--- src/rtl/dual_priority_encoder_seq_pkg.sv ---
// Shared definitions for the sequential dual priority encoder.
package dual_priority_encoder_seq_pkg;

    localparam int N_REQ_DEF   = 12;
    localparam int IDX_W_DEF   = 4;
    localparam int INVALID_IDX = 0;

    typedef enum logic [1:0] {
        IDLE    = 2'd0,
        CALC    = 2'd1,
        PRESENT = 2'd2
    } state_t;

endpackage

--- src/rtl/dual_priority_encoder_seq_prio.sv ---
// Combinational highest-set-bit finder: reports the index of the top set bit
// of vec_i, or the invalid index with found_o=0 when vec_i is all zero.
module prio_find_msb
    import dual_priority_encoder_seq_pkg::*;
#(
    parameter int W     = N_REQ_DEF,
    parameter int IDX_W = IDX_W_DEF
) (
    input  logic [W-1:0]     vec_i,
    output logic [IDX_W-1:0] idx_o,
    output logic             found_o
);

    // Ascending scan: the last hit, i.e. the highest set bit, wins.
    always_comb begin
        idx_o   = IDX_W'(INVALID_IDX);
        found_o = 1'b0;
        for (int i = 0; i < W; i++) begin
            if (vec_i[i]) begin
                idx_o   = IDX_W'(i);
                found_o = 1'b1;
            end
        end
    end

endmodule

--- src/rtl/dual_priority_encoder_seq.sv ---
// Sequential dual priority encoder: captures a request vector and reports the
// two highest pending bits per handshake until the vector is drained.
module dual_priority_encoder_seq
    import dual_priority_encoder_seq_pkg::*;
#(
    parameter int N_REQ = N_REQ_DEF,
    parameter int IDX_W = IDX_W_DEF
) (
    input  logic             clk,
    input  logic             rst,
    input  logic [N_REQ-1:0] req_in,
    input  logic             req_valid,
    output logic             req_ready,
    output logic             out_valid,
    input  logic             out_ready,
    output logic [IDX_W-1:0] first_idx,
    output logic             first_vld,
    output logic [IDX_W-1:0] second_idx,
    output logic             second_vld,
    output logic             done,
    output logic [1:0]       dbg_state
);

    // Handshakes: a transfer happens on a rising edge where valid & ready are
    // both high; valid-side data is held stable until that edge.

    state_t             state_q, state_d;
    logic [N_REQ-1:0]   pending_q, pending_d;
    logic [IDX_W-1:0]   first_idx_q, first_idx_d;
    logic [IDX_W-1:0]   second_idx_q, second_idx_d;
    logic               first_vld_q, first_vld_d;
    logic               second_vld_q, second_vld_d;
    logic               done_q, done_d;

    logic [IDX_W-1:0]   msb1_idx, msb2_idx;
    logic               msb1_found, msb2_found;
    logic [N_REQ-1:0]   msb1_mask, masked_pending;
    logic [N_REQ-1:0]   clr_first, clr_second, remaining;

    prio_find_msb #(.W(N_REQ), .IDX_W(IDX_W)) u_find_first (
        .vec_i   (pending_q),
        .idx_o   (msb1_idx),
        .found_o (msb1_found)
    );

    prio_find_msb #(.W(N_REQ), .IDX_W(IDX_W)) u_find_second (
        .vec_i   (masked_pending),
        .idx_o   (msb2_idx),
        .found_o (msb2_found)
    );

    always_comb begin
        msb1_mask      = msb1_found ? (N_REQ'(1) << msb1_idx) : '0;
        masked_pending = pending_q & ~msb1_mask;
        clr_first      = first_vld_q ? (N_REQ'(1) << first_idx_q) : '0;
        clr_second     = second_vld_q ? (N_REQ'(1) << second_idx_q) : '0;
        remaining      = pending_q & ~clr_first & ~clr_second;
    end

    always_comb begin
        state_d      = state_q;
        pending_d    = pending_q;
        first_idx_d  = first_idx_q;
        first_vld_d  = first_vld_q;
        second_idx_d = second_idx_q;
        second_vld_d = second_vld_q;
        done_d       = 1'b0;
        case (state_q)
            IDLE: begin
                if (req_valid) begin
                    pending_d = req_in;
                    if (|req_in) state_d = CALC;
                    else         done_d  = 1'b1;
                end
            end
            CALC: begin
                first_idx_d  = msb1_idx;
                first_vld_d  = msb1_found;
                second_idx_d = msb2_idx;
                second_vld_d = msb2_found;
                state_d      = PRESENT;
            end
            PRESENT: begin
                // Output fields fall back to the invalid index while recomputing.
                if (out_ready) begin
                    pending_d    = remaining;
                    first_idx_d  = IDX_W'(INVALID_IDX);
                    first_vld_d  = 1'b0;
                    second_idx_d = IDX_W'(INVALID_IDX);
                    second_vld_d = 1'b0;
                    if (|remaining) begin
                        state_d = CALC;
                    end else begin
                        state_d = IDLE;
                        done_d  = 1'b1;
                    end
                end
            end
            default: state_d = IDLE;
        endcase
    end

    always_ff @(posedge clk) begin
        if (rst) begin
            state_q      <= IDLE;
            pending_q    <= '0;
            first_idx_q  <= IDX_W'(INVALID_IDX);
            first_vld_q  <= 1'b0;
            second_idx_q <= IDX_W'(INVALID_IDX);
            second_vld_q <= 1'b0;
            done_q       <= 1'b0;
        end else begin
            state_q      <= state_d;
            pending_q    <= pending_d;
            first_idx_q  <= first_idx_d;
            first_vld_q  <= first_vld_d;
            second_idx_q <= second_idx_d;
            second_vld_q <= second_vld_d;
            done_q       <= done_d;
        end
    end

    assign req_ready  = (state_q == IDLE);
    assign out_valid  = (state_q == PRESENT);
    assign first_idx  = first_idx_q;
    assign first_vld  = first_vld_q;
    assign second_idx = second_idx_q;
    assign second_vld = second_vld_q;
    assign done       = done_q;
    assign dbg_state  = state_q;

endmodule
--- config.mk ---
export PLATFORM = sky130hd
export DESIGN_NAME = dual_priority_encoder_seq
export DESIGN_NICKNAME = d
export VERILOG_FILES = /design/src/rtl/dual_priority_encoder_seq_pkg.sv /design/src/rtl/dual_priority_encoder_seq_prio.sv /design/src/rtl/dual_priority_encoder_seq.sv
export SDC_FILE = /design/constraint.sdc
export NUM_CORES = 1
export LEC_CHECK = 0
export CORE_MARGIN = 10
export CORE_UTILIZATION = 57
export CTS_BUF_LIST = sky130_fd_sc_hd__clkbuf_16
export DETAILED_ROUTE_END_ITERATION = 8
export PLACE_DENSITY_LB_ADDON = 0.3
export SLEW_MARGIN = 10
export SYNTH_ARGS = -nofsm -noshare
export SYNTH_HDL_FRONTEND = slang
export SYNTH_HIERARCHICAL = 1
export SYNTH_SLANG_ARGS = --single-unit
--- constraint.sdc ---
create_clock -name clk -period 6.8 [get_ports clk]
set_input_delay 1.02 -clock clk [delete_from_list [all_inputs] [get_ports clk]]
set_output_delay 1.02 -clock clk [all_outputs]
set_load 0.05 [all_outputs]
**After elaboration in Yosys (flattened, before gate mapping)**

Index checks and enable logic that the tools add are counted.

- $lt $le $gt $ge: 0
- Add/sub/neg operators: 0
- Equal/unequal tests: 5
- Shifts and indexed selects: 3
- Muxes and demuxes: 68
- Divide/modulo/power cells: 0
- Reduce and logical (&&, ||, !) cells: 8
- Bitwise gates (word level): 6
- Multiply operators: 0

Operator list:

| operator | number |
|---|---|
| $mux W12 | 5 |
| $and A12 B12 Y12 | 3 |
| $mux W4 | 9 |
| $not A12 Y12 | 3 |
| $shl A1 B4 Y12 const A | 3 |
| $mux W1 | 32 |
| $mux W3 | 8 |
| $pmux W12 S2 | 1 |
| $reduce_or A12 Y1 | 2 |
| $pmux W4 S2 | 2 |
| $mux W2 | 7 |
| $pmux W1 S2 | 3 |
| $pmux W2 S3 | 1 |
| $reduce_and A3 Y1 | 2 |
| $ne A2 B1 Y1 const B | 2 |
| $reduce_bool A2 Y1 | 2 |
| $eq A2 B1 Y1 const B | 1 |
| $eq A2 B2 Y1 const B | 1 |
| $logic_not A2 Y1 | 1 |
| $ne A2 B2 Y1 const B | 1 |
| $reduce_and A2 Y1 | 1 |

- Logic and storage cells: 97
- Memories kept: 0
- Latch bits: 0
- Output and inout bits: 15
- Bits in read-only memories: 0
- RAM bits: 0
- Bits in registers: 25
- Input bits: 16

**Depth between registers and ports, before layout**

- Word-level depth: 28
- Gate-level depth with buffers: 11
- Depth with buffers taken out: 10

**By module**

The synthesis kept the hierarchy.

By module, submodules not included:

| module | sequential area each (sq um) | instances | area an instance (sq um) | cells each |
|---|---|---|---|---|
| dual_priority_encoder_seq | 500.5 | 1 | 1665.3 | 228 |
| prio_find_msb | 0.0 | 2 | 106.4 | 20 |

**Worst setup path after synthesis**

OpenSTA, ideal clock, no wires.

- Path kind: reg2out
- Start: register state_q[0] (netlist: dbg_state[0])
- End: output port req_ready
- Data arrival time: 1.596 ns
- Path slack: 4.184 ns
- Path buffers: 2
- Cell stages (with the launch flop): 4
- Data required time: 5.780 ns
- Path through: dfxtp_1 clkbuf_1 buf_1 nor2_1

- Word-level cells in the longest chain between the ends: 1

Ends and longest elaborated chain:

| what | line | text |
|---|---|---|
| from (decl) | dual_priority_encoder_seq.sv:27 | `state_t state_q, state_d;` |
| from (signal assigned) | dual_priority_encoder_seq.sv:113 | `state_q <= state_d;` |
| $logic_not A2 Y1 | dual_priority_encoder_seq.sv:123 | `assign req_ready = (state_q == IDLE);` |
| to (decl) | dual_priority_encoder_seq.sv:13 | `output logic req_ready,` |

Every way passes these cells.

**Worst setup path in the final report**

- Start: register state_q[1] (netlist: dbg_state[1])
- End: output port out_valid

- Word-level cells in the longest chain between the ends: 1

Ends and longest elaborated chain:

| what | line | text |
|---|---|---|
| $eq A2 B2 Y1 | dual_priority_encoder_seq.sv:124 | `assign out_valid = (state_q == PRESENT);` |
| to (decl) | dual_priority_encoder_seq.sv:14 | `output logic out_valid,` |

Every way passes these cells.

==> impl_metrics.toml <==
[run_status]
outcome = "finished, final reports clean"

[timing]
finalHoldViolations = 0
min_period_over_period_pct = 55.0
finalMaxSlewViolations = 0
fmax_mhz = 267
worst_clock_skew_ns = 0.00265
tns_ns = 0
setup-violations-final = 0
relSlewSlack_pct = 35.6
worst_pin_slew_ns = 0.965
whs_ns = 0.542
rsz0062_at_grt = "false"
fin_crit_ns = 3.74

[worst_setup_path]
crit_path_end = "out_valid"
crit_path_start = "dbg_state[1]$_SDFFE_PP0P_"
r2r-end = "second_idx[1]$_SDFFE_PP0P_"
r2r_setup_slack_ns = 3.83
cp.required_ns = 5.78
end_kind = "primary output"
worstSetupStartpointType = "register"
crit-reg2reg-launch = "pending_q[5]$_SDFFE_PP0P_"
path_class = "reg -> out"
crit_fanout = 31
rr_worst_depth = 9
cp.arrival_ns = 2.72

[place]
place_hpwl_um = 4440
gp_congestion = 0.936
place_area_sq_um = 2170
portBuffers = 30
placedCellCount = 327

[synthesis]
yosysWarnings = 6
synth.avg_cell_area_sq_um = 7.01
syn_area_sq_um = 1880
synth_edf_count = 0
ys_ff_latch = 25
yosysSeqAreaShare_pct = 26.6
synth_nets = 284
yosysUniqueCellTypes = 46
synth_flop_cell = "dfxtp_1"
syn_inst = 268
async_flop_share_pct = 0

[global_route]
grt.overflow.total = 0
gr-usage-all-layers_pct = 19.6
grt_max_degree = 32
grt_pass1_wl_um = 9860
grt_pass1_vias = 1979
antenna_found_initial = 0

[run]
maxCapViolCount = 0

[power]
power_density_nw_per_um2 = 234
p_leak_uw = 0.000749
vdd_ir_drop_max_uv = 154

[clock_tree]
ctsHoldBuffers = 0
root_buffer = "clkbuf_16"
cts_sinks = 25
clock_latency_ns = 0.26
htree_levels = 1
cts_buffer_depth = 2
cts_buffers = 3
cts.clk_slew.worst_paths_ns = 0.06
cts_resized = 0
cts_tree = "built"
post_cts_buffers = 0

[detailed_routing]
wire_per_inst_um = 18.4
ant_nets = 0
viasPerCell = 6.56
vias = 2170
wl_um = 6100
route.detailed.drc = 0
drt_iter0_drc = 287
drt-pass1-iter-count = 5

[worst_hold_path]
hold_path.class = "reg -> reg"

[layout]
diodes = 0
final_cell_mix = "nor2_1 (34), a21oi_1 (34), clkdlybuf4s50_1 (30), dfxtp_1 (25), nand2_1 (24)"
area_delta_synth_final_pct = 19.7
drive_above_1_share_pct = 3.83
nNetsFinal = 304
stdcell_area_sq_um = 2250
fill_cells = 279
fin_cells = 331

[die]
coreArea_sq_um = 3100
rows = 20
die_h_um = 77.4
die-area_sq_um = 5990
num_io_pins = 31
die_x_um = 77.4
initial_utilization_pct = 60.5
==> per-layer routing <==
metal / up-vias / share of wire [%] / global-route usage [%]
li1: 1033 / - / -
met1: 1007 / 42 / 24.4
met2: 112 / 48 / 32.4
met3: 18 / 8.1 / 4.03
met4: 0 / 2.5 / 7.48
met5: - / 0 / 0
==> worst max-delay path: stages, from the launching register on <==
cell             delay, ns
dfxtp_1               0.96
nand2b_1              0.40
inv_1                 0.25
clkdlybuf4s50_1       0.84
==> where the power goes <==
part	switching [uW]	internal, uW
Combinational	129	75.3
Sequential	30.2	160
Clock	52.4	79.3
Total	212	314
==> stage by stage <==
step	worst slack, ns	util (%)	total power [uW]
finish	3.06	72.4	526
global route	2.86	72.4	552
CTS	3.12	72.4	522
detailed placement	3.41	69.8	391
global placement	3.51	69.8	388
floorplan	4.18	-	333
==> cell families after synthesis <==
family,count (synthesis),synth area share [%]
simple gates,107,28.8
compound gates,100,36.5
buf+inv,35,7.53
mux,1,0.533
flops,25,26.6
==> registers in the layout (all words and copies together) (netlist names) <==
| signal | flops |
|---|---|
| second_vld | 1 |
| first_idx | 4 |
| pending_q | 12 |
| second_idx | 4 |
| done | 1 |
| dbg_state | 2 |
| first_vld | 1 |
==> worst min-delay path by stage <==
stage	endpoint	slack (ns)	cells after the start	from
global placement	pending_q[0]$_SDFFE_PP0P_	0.51	2	pending_q[0]$_SDFFE_PP0P_
detailed placement	pending_q[9]$_SDFFE_PP0P_	0.53	2	pending_q[9]$_SDFFE_PP0P_
floorplan	pending_q[1]$_SDFFE_PP0P_	0.47	2	pending_q[1]$_SDFFE_PP0P_
global route	pending_q[1]$_SDFFE_PP0P_	0.57	2	pending_q[1]$_SDFFE_PP0P_
CTS	pending_q[9]$_SDFFE_PP0P_	0.54	2	pending_q[9]$_SDFFE_PP0P_
finish	pending_q[0]$_SDFFE_PP0P_	0.54	2	pending_q[0]$_SDFFE_PP0P_
==> area by class of cell <==
class	count	area (sq um)	area share, %
repair buffers	30	300	13.4
well taps	44	55.1	2.45
multi-input cells	208	1240	55.0
clock buffers	3	75.1	3.34
flip-flops and latches	25	500	22.3
clock inverters	1	5.00	0.223
inverters	20	75.1	3.34
==> synthesized netlist by cell type (2+ instances only) <==
| master | number | area share [%] |
|---|---|---|
| o211ai_1 | 3 | 1.2 |
| o21ai_0 | 7 | 1.9 |
| buf_1 | 2 | 0.40 |
| nand2_1 | 24 | 4.8 |
| nor3_1 | 8 | 2.1 |
| o21a_1 | 4 | 1.6 |
| o2bb2ai_1 | 2 | 0.93 |
| buf_2 | 2 | 0.53 |
| nand2b_1 | 10 | 3.3 |
| a211o_1 | 2 | 0.93 |
| nand3b_1 | 3 | 1.2 |
| o31ai_1 | 5 | 2.0 |
| clkbuf_1 | 10 | 2.0 |
| a21oi_1 | 34 | 9.1 |
| nand4_1 | 4 | 1.3 |
| nor3b_1 | 2 | 0.80 |
| or3_1 | 2 | 0.67 |
| nand3_1 | 6 | 1.6 |
| o21ai_1 | 4 | 1.1 |
| a211oi_1 | 2 | 0.80 |
| a2111oi_0 | 9 | 4.2 |
| a31oi_1 | 6 | 2.0 |
| o31a_1 | 5 | 2.3 |
| dfxtp_1 | 25 | 27 |
| o221ai_1 | 7 | 3.3 |
| a221o_1 | 2 | 1.1 |
| nor4_1 | 7 | 2.3 |
| inv_1 | 20 | 4.0 |
| nor2_1 | 34 | 6.8 |
(Power assumes the default switching activity.)
